<file path="src/rtl/pipe_hazard_scoreboard_if.sv">
// Hazard-controller bundle: ID-stage instruction fields and pipeline status in,
// stall/flush enables and EX forwarding selects out.
interface pipe_hazard_scoreboard_if #(
  parameter int ADDR_W = 5,
  parameter int SEL_W  = 2
);
  logic              id_valid;
  logic [ADDR_W-1:0] id_rs_addr;
  logic [ADDR_W-1:0] id_rt_addr;
  logic              id_rs_used;
  logic              id_rt_used;
  logic [ADDR_W-1:0] id_dst_addr;
  logic              id_reg_write;
  logic              id_is_load;
  logic              flush;
  logic              mem_ready;
  logic              pc_write;
  logic              if_id_write;
  logic              if_id_clear;
  logic              id_ex_bubble;
  logic [SEL_W-1:0]  fwd_a_sel;
  logic [SEL_W-1:0]  fwd_b_sel;
  logic [31:0]       stall_count;

  modport master (
    output id_valid, id_rs_addr, id_rt_addr, id_rs_used, id_rt_used,
           id_dst_addr, id_reg_write, id_is_load, flush, mem_ready,
    input  pc_write, if_id_write, if_id_clear, id_ex_bubble,
           fwd_a_sel, fwd_b_sel, stall_count
  );

  modport slave (
    input  id_valid, id_rs_addr, id_rt_addr, id_rs_used, id_rt_used,
           id_dst_addr, id_reg_write, id_is_load, flush, mem_ready,
    output pc_write, if_id_write, if_id_clear, id_ex_bubble,
           fwd_a_sel, fwd_b_sel, stall_count
  );
endinterface

</file>
<file path="src/rtl/pipe_hazard_scoreboard.sv">
// Scoreboard-based hazard/forwarding controller: tracks in-flight destinations
// from EX to WB, raises load-use stalls, applies flush/freeze, picks EX forwards.
module pipe_hazard_scoreboard #(
    parameter int ADDR_W   = 5,
    parameter int NSTAGE   = 3,
    parameter int LOAD_LAT = 1,
    parameter int SEL_W    = 2
) (
    input logic clk,
    input logic rst,
    pipe_hazard_scoreboard_if.slave hz
);

    // Valid bits are the only scoreboard state that needs reset; the
    // payload fields are always qualified by them.
    logic [NSTAGE-1:0] sb_v;
    logic [NSTAGE-1:0] sb_we;
    logic [NSTAGE-1:0] sb_ld;
    logic [ADDR_W-1:0] sb_dst [NSTAGE];
    logic [ADDR_W-1:0] sb0_src_a;
    logic [ADDR_W-1:0] sb0_src_b;
    logic              sb0_ua;
    logic              sb0_ub;

    logic              pend_flush;
    logic [31:0]       stall_count;

    logic              hazard;
    logic              stall;
    logic              pc_write;
    logic              if_id_write;
    logic              if_id_clear;
    logic              id_ex_bubble;
    logic [SEL_W-1:0]  fwd_a_sel;
    logic [SEL_W-1:0]  fwd_b_sel;

    function automatic int avail(input logic ld);
        return ld ? LOAD_LAT + 1 : 1;
    endfunction

    function automatic logic [31:0] sat_inc(input logic [31:0] x);
        return (x == 32'hFFFF_FFFF) ? x : x + 32'd1;
    endfunction

    // ID stage: a producer whose result is not ready by the time the ID
    // instruction reaches EX forces a stall.
    always_comb begin
        hazard = 1'b0;
        for (int j = 0; j < NSTAGE; j++) begin
            if (sb_v[j] && sb_we[j] && sb_dst[j] != '0 && (j + 1 < avail(sb_ld[j]))) begin
                if (hz.id_rs_used && sb_dst[j] == hz.id_rs_addr) hazard = 1'b1;
                if (hz.id_rt_used && sb_dst[j] == hz.id_rt_addr) hazard = 1'b1;
            end
        end
        hazard = hazard & hz.id_valid;
    end

    always_comb begin
        pc_write     = 1'b1;
        if_id_write  = 1'b1;
        if_id_clear  = 1'b0;
        id_ex_bubble = 1'b0;
        stall        = 1'b0;
        if (rst) begin
            pc_write = 1'b1;
        end else if (!hz.mem_ready) begin
            pc_write    = 1'b0;
            if_id_write = 1'b0;
        end else if (hz.flush || pend_flush) begin
            if_id_clear  = 1'b1;
            id_ex_bubble = 1'b1;
        end else if (hazard) begin
            stall        = 1'b1;
            pc_write     = 1'b0;
            if_id_write  = 1'b0;
            id_ex_bubble = 1'b1;
        end
    end

    // EX stage: youngest forwardable producer wins; scan oldest-first so the
    // last hit is the youngest.
    always_comb begin
        fwd_a_sel = '0;
        fwd_b_sel = '0;
        for (int k = NSTAGE - 1; k >= 1; k--) begin
            if (sb_v[k] && sb_we[k] && sb_dst[k] != '0 && k >= avail(sb_ld[k])) begin
                if (sb0_ua && sb_dst[k] == sb0_src_a) fwd_a_sel = SEL_W'(k);
                if (sb0_ub && sb_dst[k] == sb0_src_b) fwd_b_sel = SEL_W'(k);
            end
        end
        if (!sb_v[0]) begin
            fwd_a_sel = '0;
            fwd_b_sel = '0;
        end
    end

    always_ff @(posedge clk or posedge rst) begin
        if (rst) begin
            sb_v        <= '0;
            pend_flush  <= 1'b0;
            stall_count <= '0;
        end else if (hz.mem_ready) begin
            sb_v       <= {sb_v[NSTAGE-2:0], hz.id_valid & ~id_ex_bubble};
            pend_flush <= 1'b0;
            if (stall) stall_count <= sat_inc(stall_count);
        end else begin
            pend_flush <= pend_flush | hz.flush;
        end
    end

    always_ff @(posedge clk) begin
        if (hz.mem_ready) begin
            sb_we <= {sb_we[NSTAGE-2:0], hz.id_reg_write};
            sb_ld <= {sb_ld[NSTAGE-2:0], hz.id_is_load};
            for (int j = NSTAGE - 1; j >= 1; j--) sb_dst[j] <= sb_dst[j-1];
            sb_dst[0] <= hz.id_dst_addr;
            sb0_src_a <= hz.id_rs_addr;
            sb0_src_b <= hz.id_rt_addr;
            sb0_ua    <= hz.id_rs_used;
            sb0_ub    <= hz.id_rt_used;
        end
    end

    assign hz.pc_write     = pc_write;
    assign hz.if_id_write  = if_id_write;
    assign hz.if_id_clear  = if_id_clear;
    assign hz.id_ex_bubble = id_ex_bubble;
    assign hz.fwd_a_sel    = fwd_a_sel;
    assign hz.fwd_b_sel    = fwd_b_sel;
    assign hz.stall_count  = stall_count;

endmodule

</file>
<file path="src/flat_wrapper.sv">
// flat-port wrapper written by rule: the top's interface ports become plain ports
module pipe_hazard_scoreboard_flat 
#(
    parameter int ADDR_W   = 5,
    parameter int NSTAGE   = 3,
    parameter int LOAD_LAT = 1,
    parameter int SEL_W    = 2
)
  (clk, rst, hz_id_valid, hz_id_rs_addr, hz_id_rt_addr, hz_id_rs_used, hz_id_rt_used, hz_id_dst_addr, hz_id_reg_write, hz_id_is_load, hz_flush, hz_mem_ready, hz_pc_write, hz_if_id_write, hz_if_id_clear, hz_id_ex_bubble, hz_fwd_a_sel, hz_fwd_b_sel, hz_stall_count);
  pipe_hazard_scoreboard_if #(.ADDR_W(ADDR_W), .SEL_W(SEL_W)) hz_i ();
  input logic clk;
  input logic rst;
  input wire logic [$bits(hz_i.id_valid)-1:0] hz_id_valid;
  input wire logic [$bits(hz_i.id_rs_addr)-1:0] hz_id_rs_addr;
  input wire logic [$bits(hz_i.id_rt_addr)-1:0] hz_id_rt_addr;
  input wire logic [$bits(hz_i.id_rs_used)-1:0] hz_id_rs_used;
  input wire logic [$bits(hz_i.id_rt_used)-1:0] hz_id_rt_used;
  input wire logic [$bits(hz_i.id_dst_addr)-1:0] hz_id_dst_addr;
  input wire logic [$bits(hz_i.id_reg_write)-1:0] hz_id_reg_write;
  input wire logic [$bits(hz_i.id_is_load)-1:0] hz_id_is_load;
  input wire logic [$bits(hz_i.flush)-1:0] hz_flush;
  input wire logic [$bits(hz_i.mem_ready)-1:0] hz_mem_ready;
  output wire logic [$bits(hz_i.pc_write)-1:0] hz_pc_write;
  output wire logic [$bits(hz_i.if_id_write)-1:0] hz_if_id_write;
  output wire logic [$bits(hz_i.if_id_clear)-1:0] hz_if_id_clear;
  output wire logic [$bits(hz_i.id_ex_bubble)-1:0] hz_id_ex_bubble;
  output wire logic [$bits(hz_i.fwd_a_sel)-1:0] hz_fwd_a_sel;
  output wire logic [$bits(hz_i.fwd_b_sel)-1:0] hz_fwd_b_sel;
  output wire logic [$bits(hz_i.stall_count)-1:0] hz_stall_count;
  assign hz_i.id_valid = hz_id_valid;
  assign hz_i.id_rs_addr = hz_id_rs_addr;
  assign hz_i.id_rt_addr = hz_id_rt_addr;
  assign hz_i.id_rs_used = hz_id_rs_used;
  assign hz_i.id_rt_used = hz_id_rt_used;
  assign hz_i.id_dst_addr = hz_id_dst_addr;
  assign hz_i.id_reg_write = hz_id_reg_write;
  assign hz_i.id_is_load = hz_id_is_load;
  assign hz_i.flush = hz_flush;
  assign hz_i.mem_ready = hz_mem_ready;
  assign hz_pc_write = hz_i.pc_write;
  assign hz_if_id_write = hz_i.if_id_write;
  assign hz_if_id_clear = hz_i.if_id_clear;
  assign hz_id_ex_bubble = hz_i.id_ex_bubble;
  assign hz_fwd_a_sel = hz_i.fwd_a_sel;
  assign hz_fwd_b_sel = hz_i.fwd_b_sel;
  assign hz_stall_count = hz_i.stall_count;
  pipe_hazard_scoreboard #(.ADDR_W(ADDR_W), .NSTAGE(NSTAGE), .LOAD_LAT(LOAD_LAT), .SEL_W(SEL_W)) u_core (.clk(clk), .rst(rst), .hz(hz_i));
endmodule
</file>
<file path="config.mk">
export PLATFORM = sky130hd
export DESIGN_NAME = pipe_hazard_scoreboard_flat
export DESIGN_NICKNAME = d
export VERILOG_FILES = /design/src/rtl/pipe_hazard_scoreboard_if.sv /design/src/rtl/pipe_hazard_scoreboard.sv /design/src/flat_wrapper.sv
export SDC_FILE = /design/constraint.sdc
export NUM_CORES = 1
export LEC_CHECK = 0
export BUFFER_PORTS_ARGS = -buffer_cell sky130_fd_sc_hd__clkbuf_2
export CAP_MARGIN = 10
export CORE_MARGIN = 2
export CORE_UTILIZATION = 35
export CTS_BUF_LIST = sky130_fd_sc_hd__clkbuf_8
export CTS_CLUSTER_DIAMETER = 50
export CTS_CLUSTER_SIZE = 25
export DETAILED_ROUTE_END_ITERATION = 8
export SLEW_MARGIN = 10
export SYNTH_ARGS = -nofsm -noshare
export SYNTH_HDL_FRONTEND = slang
export SYNTH_SLANG_ARGS = --single-unit
</file>
<file path="constraint.sdc">
create_clock -name clk -period 2.1 [get_ports clk]
set_input_delay 0.42 -clock clk [delete_from_list [all_inputs] [get_ports clk]]
set_output_delay 0.42 -clock clk [all_outputs]
set_load 0.1 [all_outputs]
</file>
==> out/metrics.cfg, run 1 <==
[global_route]
grt_max_degree=37
grt_antenna_before_repair=0
track_usage=0.156
grt_pass1_vias=2259
grt_pass1_wl_um=12000
gr-total-overflow=0

[logic_synthesis]
synthesis.area_um2=3190
synth_commonest_cells=xnor2_1 (45), dfrtp_1 (36), edfxtp_1 (32)
synth_most_common_cell=xnor2_1
synth_nets=286
yosys.area.top_type=edfxtp_1
ys_seq_elements=68
synth_cell_types=39
synthTopCellsByArea=edfxtp_1 (30%), dfrtp_1 (28%), xnor2_1 (12%), xor2_1 (4.4%), nand3_1 (4.1%)
syn-instance-count=261
synthFlopType=dfrtp_1
ys_seq_area_frac=0.583
synth_edf_count=32
syn_avg_cell_area_um2=12.2
synthArstFlopShare=0.529
synth_top_area_share=0.301
ys_warn_count=0

[place]
dp.cells=442
place_congestion=0.787
dp_hpwl_um=5150
io_buffers=63

[clock_tree]
clock-sinks=68
cts_tree=built
root_buffer=clkbuf_8
hold_buffers=0
numCtsBuffers=9
htree_levels=3
clk_pin_slew_ns=0.07
cts_buffer_depth=2
clk_latency_ns=0.33

[drt]
drtIter0Drc=73
avgViaCountPerCell=4.88
postRouteAntennaNets=0
via_count=2281
routed_wl_um=7210
routedWlPerCell_um=15.4
firstDrtPassIters=4
drc=0

[cells_and_area]
fillerInstances=793
drive_gt1_frac=0.532
layout.nets=379
fin_cells=467
diodes=0
syn_to_final_growth_pct=41.2

[power_and_ir_drop]
ir_drop_uv=384
leakage_nw=1.78
p_per_area_nw_per_um2=635
power.total_mw=2.87

[critical_path]
endpoint_kind=output pin
crit-reg2reg-launch=u_core.sb_dst[0][0]$_DFFE_PP_
cp-start-kind=flip-flop
rrSetupSlack_ns=0.11
r2r-end=u_core.hz.stall_count[1]$_DFFE_PP0P_
critical_path_class=flip-flop to output pin
crit_fanout=4
cp.required_ns=1.68
arrival_ns=2.02
reg2reg_depth=8

[timing]
slew_headroom=0.637
drv_slew=0
worstMarginPinSlew_ns=0.547
period_minus_slack_ns=2.44
hold_viol=0
setup_viol=7
max_freq_mhz=410
fin_skew_ns=0.00679
finalCritPeriodShare=1.16
fin_ws_ns=-0.338
rsz0062_at_grt=true

[worst_hold_path]
holdCritStartpoint=hz_id_is_load
holdPathEnd=u_core.sb_ld[0]$_DFFE_PP_
hp-class=primary input to flip-flop
holdPathStages=1

[die]
dieHeight_um=99.5
num_rows=34
die_x_um=99.5
initial_utilization=0.363
coreArea_um2=8810
ioPinCount=64
dieArea_um2=9910

[run_status]
violations=negative setup slack
status=finished, violations left

[flow_run]
maxCapViolCount=0

-- worst max path at each step --
| stage | end | startpoint | cells after the start |
|---|---|---|---|
| CTS | hz_fwd_b_sel[0] | u_core.sb_dst[0][7]$_DFFE_PP_ | 5 |
| finish | hz_fwd_b_sel[1] | u_core.sb_dst[0][7]$_DFFE_PP_ | 6 |
| global placement | hz_pc_write | hz_id_rs_addr[3] | 8 |
| global route | hz_fwd_b_sel[1] | u_core.sb_dst[0][7]$_DFFE_PP_ | 6 |
| floorplan | hz_fwd_a_sel[1] | u_core.sb_dst[0][6]$_DFFE_PP_ | 4 |
| detailed placement | hz_if_id_write | hz_id_rs_addr[3] | 8 |
-- registers in the layout, summed over array words and instances, names as in the netlist --
register	flops
u_core.hz.stall_count	32
u_core.pend_flush	1
u_core.sb0_src_a	5
u_core.sb0_src_b	5
u_core.sb0_ua	1
u_core.sb0_ub	1
u_core.sb_dst	15
u_core.sb_ld	2
u_core.sb_v	3
u_core.sb_we	3
-- final cells by class --
class | count | area (um^2) | area share
inverter | 5 | 22.5 | 0.00499
timing repair buffer | 92 | 676 | 0.150
multi-input combinational | 178 | 1540 | 0.341
sequential | 68 | 1940 | 0.431
tap | 108 | 135 | 0.0300
clock inverter | 5 | 46.3 | 0.0103
clock buffer | 11 | 151 | 0.0336
-- stage by stage --
step,instance area [um^2],setup slack [ns],util,hold WS [ns],TNS [ns]
5_1_grt,4510,-0.431,0.512,0.232,-2.72
4_1_cts,4400,-0.304,0.500,0.242,-1.96
3_3_place_gp,4150,-0.0427,0.471,0.437,-0.0852
6_report,4510,-0.338,0.512,0.265,-1.93
2_1_floorplan,3520,-0.246,-,0.405,-1.69
3_5_place_dp,4150,-0.0522,0.471,0.438,-0.114
-- placed cells by master, fill, tap and decap left out, drive strengths merged, types with 2 or more instances in the layout --
cell type / count
xor2: 16
and2: 2
nor3: 7
nand3: 26
nand4b: 2
a21oi: 3
nand4: 16
and4: 4
dfrtp: 36
inv: 7
or4: 3
edfxtp: 32
clkbuf: 66
mux2: 3
nand2: 12
buf: 37
and3: 13
xnor2: 45
nor4: 4
nor2: 13
-- logic make-up after synthesis --
kind of cell               synth area share
muxes                                0.0137
DFF                                   0.583
buffers and inverters                0.0247
xor gates and xnor gates              0.167
and+or+nand+nor                       0.191
adders and majority gates           0.00392
AOI/OAI and AO/OA                    0.0168
-- report_power, final --
| part | switching, mW | internal (mW) | total, mW | leakage [nW] |
|---|---|---|---|---|
| Clock | 0.465 | 0.599 | 1.06 | 0.113 |
| Combinational | 0.154 | 0.134 | 0.287 | 0.912 |
| Sequential | 0.0510 | 1.46 | 1.51 | 0.756 |
-- critical path, cell delays in order (launching register included) --
cell	delay, ns
edfxtp_1	0.45
or4_4	0.56
o21ai_4	0.18
nor2_4	0.05
buf_6	0.11
nor3_4	0.14
buf_12	0.20
-- per-layer routing --
metal / part of all wire / vias to the layer above / global-route usage
li1: - / 1120 / -
met1: 0.45 / 1106 / 0.211
met5: 0 / - / 0
met2: 0.50 / 49 / 0.244
met4: 0.013 / 0 / 0.0453
met3: 0.036 / 6 / 0.0457
-- timing repair --
item                       CTS  global route
resized for setup            6            16
pin swaps                    5             7
setup endpoints to repair    7            18
buffers inserted             4             5
Power figures use the tool's default switching activity.
==> run 2: changes to the inputs <==
--- a/config.mk
+++ b/config.mk
@@ -8,11 +8,12 @@
 export BUFFER_PORTS_ARGS = -buffer_cell sky130_fd_sc_hd__clkbuf_2
 export CAP_MARGIN = 10
 export CORE_MARGIN = 2
-export CORE_UTILIZATION = 35
+export CORE_UTILIZATION = 57
 export CTS_BUF_LIST = sky130_fd_sc_hd__clkbuf_8
 export CTS_CLUSTER_DIAMETER = 50
 export CTS_CLUSTER_SIZE = 25
 export DETAILED_ROUTE_END_ITERATION = 8
+export PLACE_DENSITY = 0.82
 export SLEW_MARGIN = 10
 export SYNTH_ARGS = -nofsm -noshare
 export SYNTH_HDL_FRONTEND = slang
==> constraint.sdc (replaced) <==
create_clock -name clk -period 2.5 [get_ports clk]
set_input_delay 0.5 -clock clk [delete_from_list [all_inputs] [get_ports clk]]
set_output_delay 0.5 -clock clk [all_outputs]
set_load 0.1 [all_outputs]
==> run 2 against run 1 <==
Effect of this change:
- flip-flop and latch count did not move
- critical endpoint unchanged
- cell count shrank 11%
- critical path type unchanged
- largest power group unchanged
- combinational power decreased by 29%
- the flow still finishes with violations (negative setup slack)
==> out/metrics.cfg, run 2 (same netlist as run 1, synthesis figures left out) <==
[drt]
via_count=2351  ; +3.1%
postRouteAntennaNets=0  ; unchanged
firstDrtPassIters=7  ; +3
drtIter0Drc=199  ; +170%
drc=0  ; unchanged
avgViaCountPerCell=5.67  ; +16%
routedWlPerCell_um=17.0  ; +9.8%
routed_wl_um=7040  ; -2.4%

[place]
dp_hpwl_um=4620  ; -10%
place_worst_setup_slack_ns=0.0853  ; +0.138 ns
dp.cells=391  ; -12%
dpl-instance-area_um2=3770  ; -9.1%
place_congestion=0.809  ; +2.9%
io_buffers=63  ; unchanged

[timing]
rsz0062_at_grt=true
fin_ws_ns=-0.0467  ; +0.291 ns
setup_viol=3  ; -4
hold_viol=0  ; unchanged
period_minus_slack_ns=2.55
worstMarginPinSlew_ns=0.547  ; +0.0000387 ns
slew_headroom=0.637  ; about the same
max_freq_mhz=393
finalCritPeriodShare=1.02
fin_skew_ns=0.0121  ; +0.00528 ns
holdWs_ns=0.336  ; +0.0710 ns
drv_slew=0  ; unchanged

[cells_and_area]
final_util=0.750  ; +0.237
fin_cells=415  ; -11%
largest_reg_flops=32  ; unchanged
layout.nets=363  ; -4.2%
drive_gt1_frac=0.405  ; -0.127
diodes=0  ; unchanged
final_cell_mix=clkbuf_2 (55), xnor2_1 (45), edfxtp_1 (32), nand3_1 (26), dfrtp_1 (19)
layout_commonest_cell=clkbuf_2
reg.largest.list=u_core.hz.stall_count: 32 flops, u_core.sb_dst: 15 flops
top_register=u_core.hz.stall_count
syn_to_final_growth_pct=28.4
final_area_um2=4100  ; -9.0%

[critical_path]
reg2reg_depth=7  ; -1
startpoint=u_core.sb_dst[0][7]$_DFFE_PP_
rrSetupSlack_ns=0.39  ; +0.28 ns
arrival_ns=2.05  ; +0.03 ns
cp-endpoint=hz_fwd_b_sel[1]
crit_fanout=3  ; -1
critical_path_class=flip-flop to output pin
crit-reg2reg-launch=u_core.hz.stall_count[0]$_DFFE_PP0P_
endpoint_kind=output pin
r2r-end=u_core.hz.stall_count[1]$_DFFE_PP0P_
cp-start-kind=flip-flop
cp.required_ns=2.00  ; +0.32 ns

[die]
die_x_um=78.9  ; -21%
coreArea_um2=5470  ; -38%
num_rows=27  ; -21%
ioPinCount=64  ; unchanged
initial_utilization=0.584  ; +0.221
dieArea_um2=6220  ; -37%
dieHeight_um=78.9  ; -21%

[global_route]
track_usage=0.237  ; +0.0809
grt_max_degree=37  ; unchanged
grt_antenna_before_repair=0  ; unchanged
grt_pass1_wl_um=11300  ; -6.3%
gr-total-overflow=0  ; unchanged
grt_pass1_vias=2351  ; +4.1%

[worst_hold_path]
hp-class=primary input to flip-flop
holdPathStages=1  ; unchanged
holdCritStartpoint=hz_id_dst_addr[4]

[clock_tree]
clk_pin_slew_ns=0.07  ; about the same
root_buffer=clkbuf_8
cts_tree=built
htree_levels=3  ; unchanged
cts_buffer_depth=2  ; unchanged
clk_latency_ns=0.34  ; about the same
clock-sinks=68  ; unchanged
numCtsBuffers=9  ; unchanged

[power_and_ir_drop]
ir_drop_uv=401  ; +4.5%
leakage_nw=1.69  ; -4.9%
p_per_area_nw_per_um2=587  ; -7.6%

[flow_run]
maxCapViolCount=0  ; unchanged

[run_status]
violations=negative setup slack
status=finished, violations left

==> run 2: worst min-delay path by stage <==
| stage | to | slack [ns] |
|---|---|---|
| finish | u_core.sb_dst[0][4]$_DFFE_PP_ | 0.34 |
| detailed placement | u_core.sb_we[2]$_DFFE_PP_ | 0.45 |
| floorplan | u_core.sb_we[2]$_DFFE_PP_ | 0.43 |
| global placement | u_core.sb_we[2]$_DFFE_PP_ | 0.44 |
| global route | u_core.sb_dst[0][2]$_DFFE_PP_ | 0.32 |
| CTS | u_core.sb_dst[0][4]$_DFFE_PP_ | 0.33 |
==> run 2: final cells by class <==
| cell class | instances | area [um^2] |
|---|---|---|
| fill | 348 | 1370 |
| clock buffer | 11 | 151 |
| timing repair buffer | 76 | 537 |
| multi-input combinational | 178 | 1370 |
| inverter | 5 | 22.5 |
| sequential | 68 | 1880 |
| clock inverter | 5 | 51.3 |
| tap | 72 | 90.1 |
==> run 2: through the flow <==
step | power, mW | TNS (ns)
4_1_cts | 2.40 | -0.0723
5_1_grt | 2.48 | -0.491
3_3_place_gp | 1.47 | 0
2_1_floorplan | 1.40 | -0.0454
6_report | 2.41 | -0.0991
3_5_place_dp | 1.48 | 0
==> run 2: worst max-delay path, stage by stage (launching register included) <==
cell	delay (ns)
edfxtp_1	0.46
or4_4	0.60
o21ai_4	0.22
nor2_2	0.09
nor3_4	0.15
buf_12	0.20
==> run 2: repair_timing <==
| action | CTS | global route |
|---|---|---|
| gates resized for setup | 8 | 8 |
| setup endpoints to repair | 6 | 7 |
| buffers inserted | 7 | 1 |
| hold buffers | 0 | 0 |
| pin swaps | 0 | 9 |
==> run 2: where the power goes <==
group / total, mW / internal (mW) / switching [mW]
combinational: 0.205 / 0.0909 / 0.114
clock: 0.923 / 0.508 / 0.415
sequential: 1.28 / 1.23 / 0.0510
total: 2.41 / 1.83 / 0.579
==> run 2: routing by layer <==
layer,wire length (um),part of all wire,global-route usage,vias to the layer above
li1,-,-,-,1093
met1,3000,0.43,0.307,1163
met2,3520,0.50,0.386,82
met3,398,0.057,0.0693,13
met4,118,0.017,0.0759,0
met5,0,0,0,-
